### src/rtl/cordic_pkg.sv
// Shared constants and helpers for the pipelined CORDIC engine: arctangent table,
// inverse-gain constant, mode encodings and a generic saturation function.
package cordic_pkg;

  localparam logic MODE_ROT  = 1'b0;
  localparam logic MODE_VEC  = 1'b1;
  localparam int   INV_K_Q15 = 19898;

  // atan(2^-i) as a fraction of a full turn, scaled by 2^32
  function automatic logic [31:0] atan_entry(input int idx);
    case (idx)
      0:       return 32'h2000_0000;
      1:       return 32'h12E4_051D;
      2:       return 32'h09FB_385B;
      3:       return 32'h0511_11D4;
      4:       return 32'h028B_0D43;
      5:       return 32'h0145_D7E1;
      6:       return 32'h00A2_F61E;
      7:       return 32'h0051_7C55;
      8:       return 32'h0028_BE53;
      9:       return 32'h0014_5F2E;
      10:      return 32'h000A_2F98;
      11:      return 32'h0005_17CC;
      12:      return 32'h0002_8BE6;
      13:      return 32'h0001_45F3;
      14:      return 32'h0000_A2F9;
      15:      return 32'h0000_517C;
      default: return 32'h0000_0000;
    endcase
  endfunction

  // Clamp a wide signed value into the range of a w-bit two's complement number
  function automatic logic signed [47:0] sat_width(input logic signed [47:0] v, input int w);
    logic signed [47:0] hi;
    logic signed [47:0] lo;
    hi = (48'sd1 <<< (w - 1)) - 48'sd1;
    lo = -(48'sd1 <<< (w - 1));
    if (v > hi)      return hi;
    else if (v < lo) return lo;
    else             return v;
  endfunction

endpackage

### src/rtl/cordic_stage.sv
// One registered CORDIC micro-rotation with a shared pipeline enable; the shift
// amount selects both the operand shift and the arctangent constant.
module cordic_stage
  import cordic_pkg::*;
#(
  parameter int DW      = 18,
  parameter int ANGLE_W = 16,
  parameter int SHIFT   = 0
) (
  input  logic                      clk,
  input  logic                      reset,
  input  logic                      en,
  input  logic                      mode,
  input  logic signed [DW-1:0]      x_in,
  input  logic signed [DW-1:0]      y_in,
  input  logic        [ANGLE_W-1:0] z_in,
  output logic signed [DW-1:0]      x_out,
  output logic signed [DW-1:0]      y_out,
  output logic        [ANGLE_W-1:0] z_out
);

  localparam logic [31:0]        ATAN_FULL = atan_entry(SHIFT);
  localparam logic [ANGLE_W-1:0] ATAN      = ANGLE_W'(ATAN_FULL >> (32 - ANGLE_W));

  logic signed [DW-1:0] x_sh;
  logic signed [DW-1:0] y_sh;
  logic                 d_pos;

  assign x_sh  = x_in >>> SHIFT;
  assign y_sh  = y_in >>> SHIFT;
  assign d_pos = (mode == MODE_ROT) ? ~z_in[ANGLE_W-1] : y_in[DW-1];

  // NOTE: datapath registers are reset too, so outputs read as zero immediately after reset.
  always_ff @(posedge clk or negedge reset) begin
    if (!reset) begin
      x_out <= '0;
      y_out <= '0;
      z_out <= '0;
    end else if (en) begin
      if (d_pos) begin
        x_out <= x_in - y_sh;
        y_out <= y_in + x_sh;
        z_out <= z_in - ATAN;
      end else begin
        x_out <= x_in + y_sh;
        y_out <= y_in - x_sh;
        z_out <= z_in + ATAN;
      end
    end
  end

endmodule

### src/rtl/cordic_pipe_engine.sv
// Fully pipelined rotation/vectoring CORDIC with quadrant pre-rotation and valid/ready
// flow control. Define CORDIC_GAIN_COMP_EN to add a 1/K gain-compensation output stage.
module cordic_pipe_engine
  import cordic_pkg::*;
#(
  parameter int WIDTH   = 16,
  parameter int ANGLE_W = 16,
  parameter int STAGES  = 14,
  parameter int GUARD   = 2
) (
  input  logic                      clk,
  input  logic                      reset,
  input  logic                      in_valid,
  output logic                      in_ready,
  input  logic                      in_mode,
  input  logic signed [WIDTH-1:0]   in_x,
  input  logic signed [WIDTH-1:0]   in_y,
  input  logic        [ANGLE_W-1:0] in_z,
  output logic                      out_valid,
  input  logic                      out_ready,
  output logic                      out_mode,
  output logic signed [WIDTH-1:0]   out_x,
  output logic signed [WIDTH-1:0]   out_y,
  output logic        [ANGLE_W-1:0] out_z
);

  localparam int DW = WIDTH + GUARD;

  logic stall;
  logic en;

  // The whole pipe freezes while the head result is refused; bubbles are never squeezed out.
  assign stall    = out_valid & ~out_ready;
  assign en       = ~stall;
  assign in_ready = ~stall;

  logic signed [DW-1:0]      ext_x;
  logic signed [DW-1:0]      ext_y;
  logic signed [DW-1:0]      pre_x;
  logic signed [DW-1:0]      pre_y;
  logic        [ANGLE_W-1:0] pre_z;
  logic                      flip;

  // NOTE: every always_comb output is assigned on every path, so no latch is inferred.
  always_comb begin
    ext_x = DW'(in_x);
    ext_y = DW'(in_y);
    flip  = (in_mode == MODE_ROT) ? (in_z[ANGLE_W-1] ^ in_z[ANGLE_W-2]) : ext_x[DW-1];
    pre_x = flip ? -ext_x : ext_x;
    pre_y = flip ? -ext_y : ext_y;
    pre_z = flip ? {~in_z[ANGLE_W-1], in_z[ANGLE_W-2:0]} : in_z;
  end

  logic signed [DW-1:0]      p_x;
  logic signed [DW-1:0]      p_y;
  logic        [ANGLE_W-1:0] p_z;
  logic        [STAGES:0]    v_pipe;
  logic        [STAGES:0]    m_pipe;

  // Bit 0 of the valid/mode chains tracks stage P, bit k+1 tracks micro-rotation k.
  always_ff @(posedge clk or negedge reset) begin
    if (!reset) begin
      p_x    <= '0;
      p_y    <= '0;
      p_z    <= '0;
      v_pipe <= '0;
      m_pipe <= '0;
    end else if (en) begin
      p_x    <= pre_x;
      p_y    <= pre_y;
      p_z    <= pre_z;
      v_pipe <= {v_pipe[STAGES-1:0], in_valid};
      m_pipe <= {m_pipe[STAGES-1:0], in_mode};
    end
  end

  logic signed [DW-1:0]      st_x [STAGES];
  logic signed [DW-1:0]      st_y [STAGES];
  logic        [ANGLE_W-1:0] st_z [STAGES];

  for (genvar k = 0; k < STAGES; k++) begin : g_stage
    logic signed [DW-1:0]      xi;
    logic signed [DW-1:0]      yi;
    logic        [ANGLE_W-1:0] zi;

    if (k == 0) begin : g_first
      assign xi = p_x;
      assign yi = p_y;
      assign zi = p_z;
    end else begin : g_next
      assign xi = st_x[k-1];
      assign yi = st_y[k-1];
      assign zi = st_z[k-1];
    end

    cordic_stage #(
      .DW      (DW),
      .ANGLE_W (ANGLE_W),
      .SHIFT   (k)
    ) u_stage (
      .clk   (clk),
      .reset (reset),
      .en    (en),
      .mode  (m_pipe[k]),
      .x_in  (xi),
      .y_in  (yi),
      .z_in  (zi),
      .x_out (st_x[k]),
      .y_out (st_y[k]),
      .z_out (st_z[k])
    );
  end

`ifdef CORDIC_GAIN_COMP_EN
  logic signed [47:0]        prod_x;
  logic signed [47:0]        prod_y;
  logic signed [WIDTH-1:0]   g_x;
  logic signed [WIDTH-1:0]   g_y;
  logic        [ANGLE_W-1:0] g_z;
  logic                      g_valid;
  logic                      g_mode;

  assign prod_x = (48'(st_x[STAGES-1]) * 48'(INV_K_Q15)) >>> 15;
  assign prod_y = (48'(st_y[STAGES-1]) * 48'(INV_K_Q15)) >>> 15;

  always_ff @(posedge clk or negedge reset) begin
    if (!reset) begin
      g_x     <= '0;
      g_y     <= '0;
      g_z     <= '0;
      g_valid <= 1'b0;
      g_mode  <= 1'b0;
    end else if (en) begin
      g_x     <= WIDTH'(sat_width(prod_x, WIDTH));
      g_y     <= WIDTH'(sat_width(prod_y, WIDTH));
      g_z     <= st_z[STAGES-1];
      g_valid <= v_pipe[STAGES];
      g_mode  <= m_pipe[STAGES];
    end
  end

  assign out_x     = g_x;
  assign out_y     = g_y;
  assign out_z     = g_z;
  assign out_valid = g_valid;
  assign out_mode  = g_mode;
`else
  assign out_x     = WIDTH'(sat_width(48'(st_x[STAGES-1]), WIDTH));
  assign out_y     = WIDTH'(sat_width(48'(st_y[STAGES-1]), WIDTH));
  assign out_z     = st_z[STAGES-1];
  assign out_valid = v_pipe[STAGES];
  assign out_mode  = m_pipe[STAGES];
`endif

endmodule

### config.mk
export PLATFORM = sky130hd
export DESIGN_NAME = cordic_pipe_engine
export DESIGN_NICKNAME = d
export VERILOG_FILES = /design/src/rtl/cordic_pkg.sv /design/src/rtl/cordic_stage.sv /design/src/rtl/cordic_pipe_engine.sv
export SDC_FILE = /design/constraint.sdc
export NUM_CORES = 2
export LEC_CHECK = 0
export CAP_MARGIN = 20
export CORE_MARGIN = 2
export CORE_UTILIZATION = 65
export DETAILED_ROUTE_END_ITERATION = 8
export PLACE_DENSITY = 0.89
export SYNTH_ARGS = -nofsm -noshare
export SYNTH_HDL_FRONTEND = slang
export SYNTH_HIERARCHICAL = 1
export SYNTH_SLANG_ARGS = --single-unit
export TNS_END_PERCENT = 100
### constraint.sdc
create_clock -name clk -period 8 [get_ports clk]
set_clock_uncertainty 0.1 [all_clocks]
set_input_delay 1.6 -clock clk [delete_from_list [all_inputs] [get_ports clk]]
set_output_delay 1.6 -clock clk [all_outputs]
set_load 0.005 [all_outputs]
After elaboration in Yosys (flattened, before gate mapping)
Cells that the tools add are included.
- input bits: 53
- register bits after elaboration: 810
- word-level logic and storage cells: 219
- output and inout bits: 51
- add/subtract/negate cells: 85
- bitwise gates (word level): 19
- multiplexer cells: 64
- $lt $le $gt $ge: 4
- operators with widths (cell ; count):
    $mux 18 ; 30
    $mux 16 ; 19
    $add 18x10->18 ; 2
    $add 18x11->18 ; 2
    $add 18x12->18 ; 2
    $add 18x13->18 ; 2
    $add 18x14->18 ; 2
    $add 18x15->18 ; 2
    $add 18x16->18 ; 2
    $add 18x17->18 ; 2
    $add 18x5->18 ; 2
    $add 18x6->18 ; 2
    $add 18x7->18 ; 2
    $add 18x8->18 ; 2
    $add 18x9->18 ; 2
    $gt 18x16->1 const B ; 2
    $lt 18x16->1 const B ; 2
    $neg 16->18 ; 2
    $sub 18x10->18 ; 2
    $sub 18x11->18 ; 2
    $sub 18x12->18 ; 2
    $sub 18x13->18 ; 2
    $sub 18x14->18 ; 2
    $sub 18x15->18 ; 2
    41 further kinds ; 79

Logic depth before layout (Yosys ltp)
- word-level depth: 3
- gate-level depth with buffers: 16
- mapped depth without buffers: 15

By module
Netlist, hierarchy kept.
- modules (own cells, without submodules) (module ; area an instance (sq um) ; cells each ; sequential area each (sq um) ; times used):
    cordic_stage at g_stage[2].u_stage ; 5268.8 ; 620 ; 1301.2 ; 1
    cordic_stage at g_stage[3].u_stage ; 5139.9 ; 600 ; 1301.2 ; 1
    cordic_stage at g_stage[1].u_stage ; 5054.8 ; 580 ; 1301.2 ; 1
    cordic_stage at g_stage[4].u_stage ; 4989.8 ; 566 ; 1301.2 ; 1
    cordic_stage at g_stage[10].u_stage ; 4921.0 ; 572 ; 1301.2 ; 1
    cordic_stage at g_stage[13].u_stage ; 4913.5 ; 563 ; 1301.2 ; 1
    cordic_stage at g_stage[7].u_stage ; 4909.7 ; 572 ; 1301.2 ; 1
    cordic_stage at g_stage[12].u_stage ; 4803.4 ; 548 ; 1301.2 ; 1
    cordic_stage at g_stage[6].u_stage ; 4793.3 ; 551 ; 1301.2 ; 1
    cordic_stage at g_stage[0].u_stage ; 4784.6 ; 576 ; 1276.2 ; 1
    cordic_stage at g_stage[11].u_stage ; 4754.6 ; 546 ; 1301.2 ; 1
    cordic_stage at g_stage[5].u_stage ; 4733.3 ; 527 ; 1301.2 ; 1
    cordic_pipe_engine ; 4585.6 ; 617 ; 2052.0 ; 1
    cordic_stage at g_stage[8].u_stage ; 4525.6 ; 482 ; 1301.2 ; 1
    cordic_stage at g_stage[9].u_stage ; 4444.3 ; 494 ; 1301.2 ; 1

Worst setup path after synthesis
OpenSTA, ideal clock, no wires.
- kind: input to output
- from: input out_ready
- to: output in_ready
- buffers on the path: 2
- data required time: 6300 ps
- data arrival time: 3123 ps
- stages on the path: 4
- setup slack: 3177 ps
- cells stage by stage: nor2b_1 inv_1 clkbuf_1 clkbuf_1
- cells in the longest elaborated chain, start to end: 3
- ends and longest elaborated chain (item ; line ; source):
    start, declared ; cordic_pipe_engine.sv:20 ; input logic out_ready,
    $not 1->1 ; cordic_pipe_engine.sv:33 ; assign stall = out_valid & ~out_ready;
    $and 1x1->1 ; cordic_pipe_engine.sv:33 ;
    $not 1->1 ; cordic_pipe_engine.sv:35 ; assign in_ready = ~stall;
    end, declared ; cordic_pipe_engine.sv:14 ; output logic in_ready,
Every way passes these cells.

Final worst setup path
Ends and elaborated chain as after synthesis.

==> metrics.txt <==
outcome=completed; share of layout cells above drive strength 1=under 10%; Arr. time, crit path=approximately 3.4 ns; vias in the first global route=between 60,000 and 70,000; HP Class=reg -> reg; worst-path cell chain=clkdlybuf4s50_1 > nor2b_4 > inv_8 > clkdlybuf4s50_1; DP Area=around 75,000 µm²; Buffers & Inverters on Critical Path=3; first-pass GRT wire length=329,000 µm; mapped cell area=slightly above 70,000 µm²; CP endpoint kind=output pin; Post-CTS Setup Inserts=0; Initial Util=roughly two thirds; Skew-Pair Late Insertion Delay=0.69 ns; total of max-cap violations=0; GRT overflow=0; measured slew at the worst slew-check pin=~1.1 ns; gr usage total=between 30% and 40%; DR WL/cell=~21 µm; Mapped Cells=8,414; crit path kind=in -> out; Final Max Tran Viols=0; largest cells by area after synthesis=dfrtp_1 28%, ha_1 12%, mux2_2 5.6%, xnor2_1 5.3%, a21oi_1 4.9%; DP Worst Slack=between 2 and 3 ns; pin count of the biggest net entering global routing=167; TritonCTS sink count=~810; cell taking the most area after synthesis=dfrtp_1; Area Overhead vs Synth=7.21%; most common cell in the netlist=dfrtp_1; RSZ-0062 raised after global routing=false; synthesized net count=roughly 9,200; Layout Nets=~9,000; final setup violation count=0; register area share after synthesis=27.9%; core area=between 100,000 and 150,000 µm²; Die Width=338 µm; final instance area=77,900 µm²; drt initial violations=6,024; antenna violations before repair=0; post-DP HPWL=153,000 µm; setup TNS=0 ns; DRC Markers=0; Routed Antenna Nets=0; via count=about 66,000; PortBufs=103; Die Y=approximately 340 µm; share of the synthesized area in the top cell type=between 20% and 30%; Root Driver=clkbuf_16; Die Footprint=around 110,000 µm²; CP Data Required Time=6.30 ns; PostCTS Resize Cnt=0; Synth top cells by count=809 x dfrtp_1, 735 x nand2_1, 721 x ha_1; Clock Path Buffers=3; clock period minus worst slack=5.07 ns; final hold vios=0; H-tree depth reported by CTS=3; Most Frequent Cell on Critical Path=clkdlybuf4s50_1; Synth async-reset ratio=100%; CTS clock-pin slew for the worst setup and hold paths=approximately 0.060 ns; Ports=104; Max FO, Critical Path=68; Post-synth EDFFs=0; row count=between 100 and 150; placer congestion estimate=around 0.96; n_diodes=0; # hold bufs at CTS=0; CP peak stage delay=0.54 ns; period utilization=between 60% and 70%; Num CTS Buffers=93; Synth Flop Type=dfrtp_1; Synthesis Warnings=6; Top delay family on crit path=buffers and inverters; Fmax achieved=between 150 and 200 MHz; 1st-pass router iterations=5; CP startpoint kind=primary input; Max-slew headroom=around 29%; Yosys cell types=around 130; Slowest cell on crit path=clkdlybuf4s50_1; routed wire length=just over 200,000 µm; vias per cell=6.64; Avg Inst Size Synth=8.63 µm²; Yosys reg bits=809; post-route setup slack=approximately 3 ns; CTS tree=yes
## kinds of logic after synthesis
family	Yosys count	synth area share, %
AOI/OAI and AO/OA	2609	24.0
and+or+nand+nor	2523	16.9
DFF	809	27.9
adders and majority gates	764	13.6
buffers and inverters	655	3.54
xor gates and xnor gates	649	7.84
muxes	405	6.23
## worst paths after layout
path / cells past startpoint / endpoint / start / slack [ns]
worst max-delay path: 4 / in_ready / out_ready / 2.93
worst min-delay path: 2 / g_stage[0].zi[0] / g_stage[0].zi[0] / 0.36
worst max register to register: 12 / g_stage[10].u_stage/x_out[17] / m_pipe[10] / 3.49
worst min register to register: 2 / g_stage[0].zi[0] / g_stage[0].zi[0] / 0.36
max in group asynchronous: 2 / g_stage[4].u_stage/z_out[5] / reset / 5.45
min in group asynchronous: 1 / g_stage[10].u_stage/z_out[13] / reset / 0.87
## registers in the layout (all words and copies together) (netlist names)
| name | flops |
|---|---|
| m_pipe | 15 |
| g_stage.zi | 16 |
| g_stage.u_stage/x_out | 252 |
| g_stage.u_stage/z_out | 224 |
| g_stage.xi | 18 |
| g_stage.yi | 18 |
| v_pipe | 15 |
| g_stage.u_stage/y_out | 251 |
## cell type report
type	count	area (µm²)
timing repair buffer	141	1450
clock buffer	118	2550
multi-input combinational	6950	49800
inverter	361	1360
tap	1488	1860
sequential	809	20200
clock inverter	42	559
fill	8509	32800
## worst register-to-register path, stage by stage (launching register included)
cell	delay (ns)
dfrtp_1	0.68
or2b_1	0.31
nand2_1	0.48
inv_1	0.52
a21oi_1	0.30
xnor2_1	0.19
ha_1	0.40
o21ai_0	0.10
a21oi_1	0.21
o311ai_2	0.18
a21oi_1	0.47
nor4_1	0.11
a311o_1	0.33
## metal layers
metal,global-route usage [%],share of wire (%),vias to the layer above
met5,0,0,-
met4,13.9,4.4,0
met3,4.07,6.5,532
met2,57.7,47,2568
met1,45.7,42,31800
li1,-,-,30900
## cell usage in the layout (no fill, tap or decap), types with 139 or more instances in the layout
cell and count:
dfrtp_1 809, nand2_1 735, ha_1 721, a21oi_1 716, nor2_1 697, o21ai_0 465, xnor2_1 443, mux2_2 364
inv_1 347, nor3_1 218, a21o_1 211, xor2_1 205, o21a_1 162, a211oi_1 139
## per-stage QoR
stage                     hold slack, ns  utilization, %  cells
after global placement             0.344            67.5   9749
after global routing               0.382            70.4   9909
final                              0.363            70.4   9909
after detailed placement           0.352            67.5   9749
after CTS                          0.361            70.4   9909
after floorplan                    0.330               -   8414
Power is not shown: default switching activity piles up to over one toggle a cycle in this logic, so the estimate is an artifact.
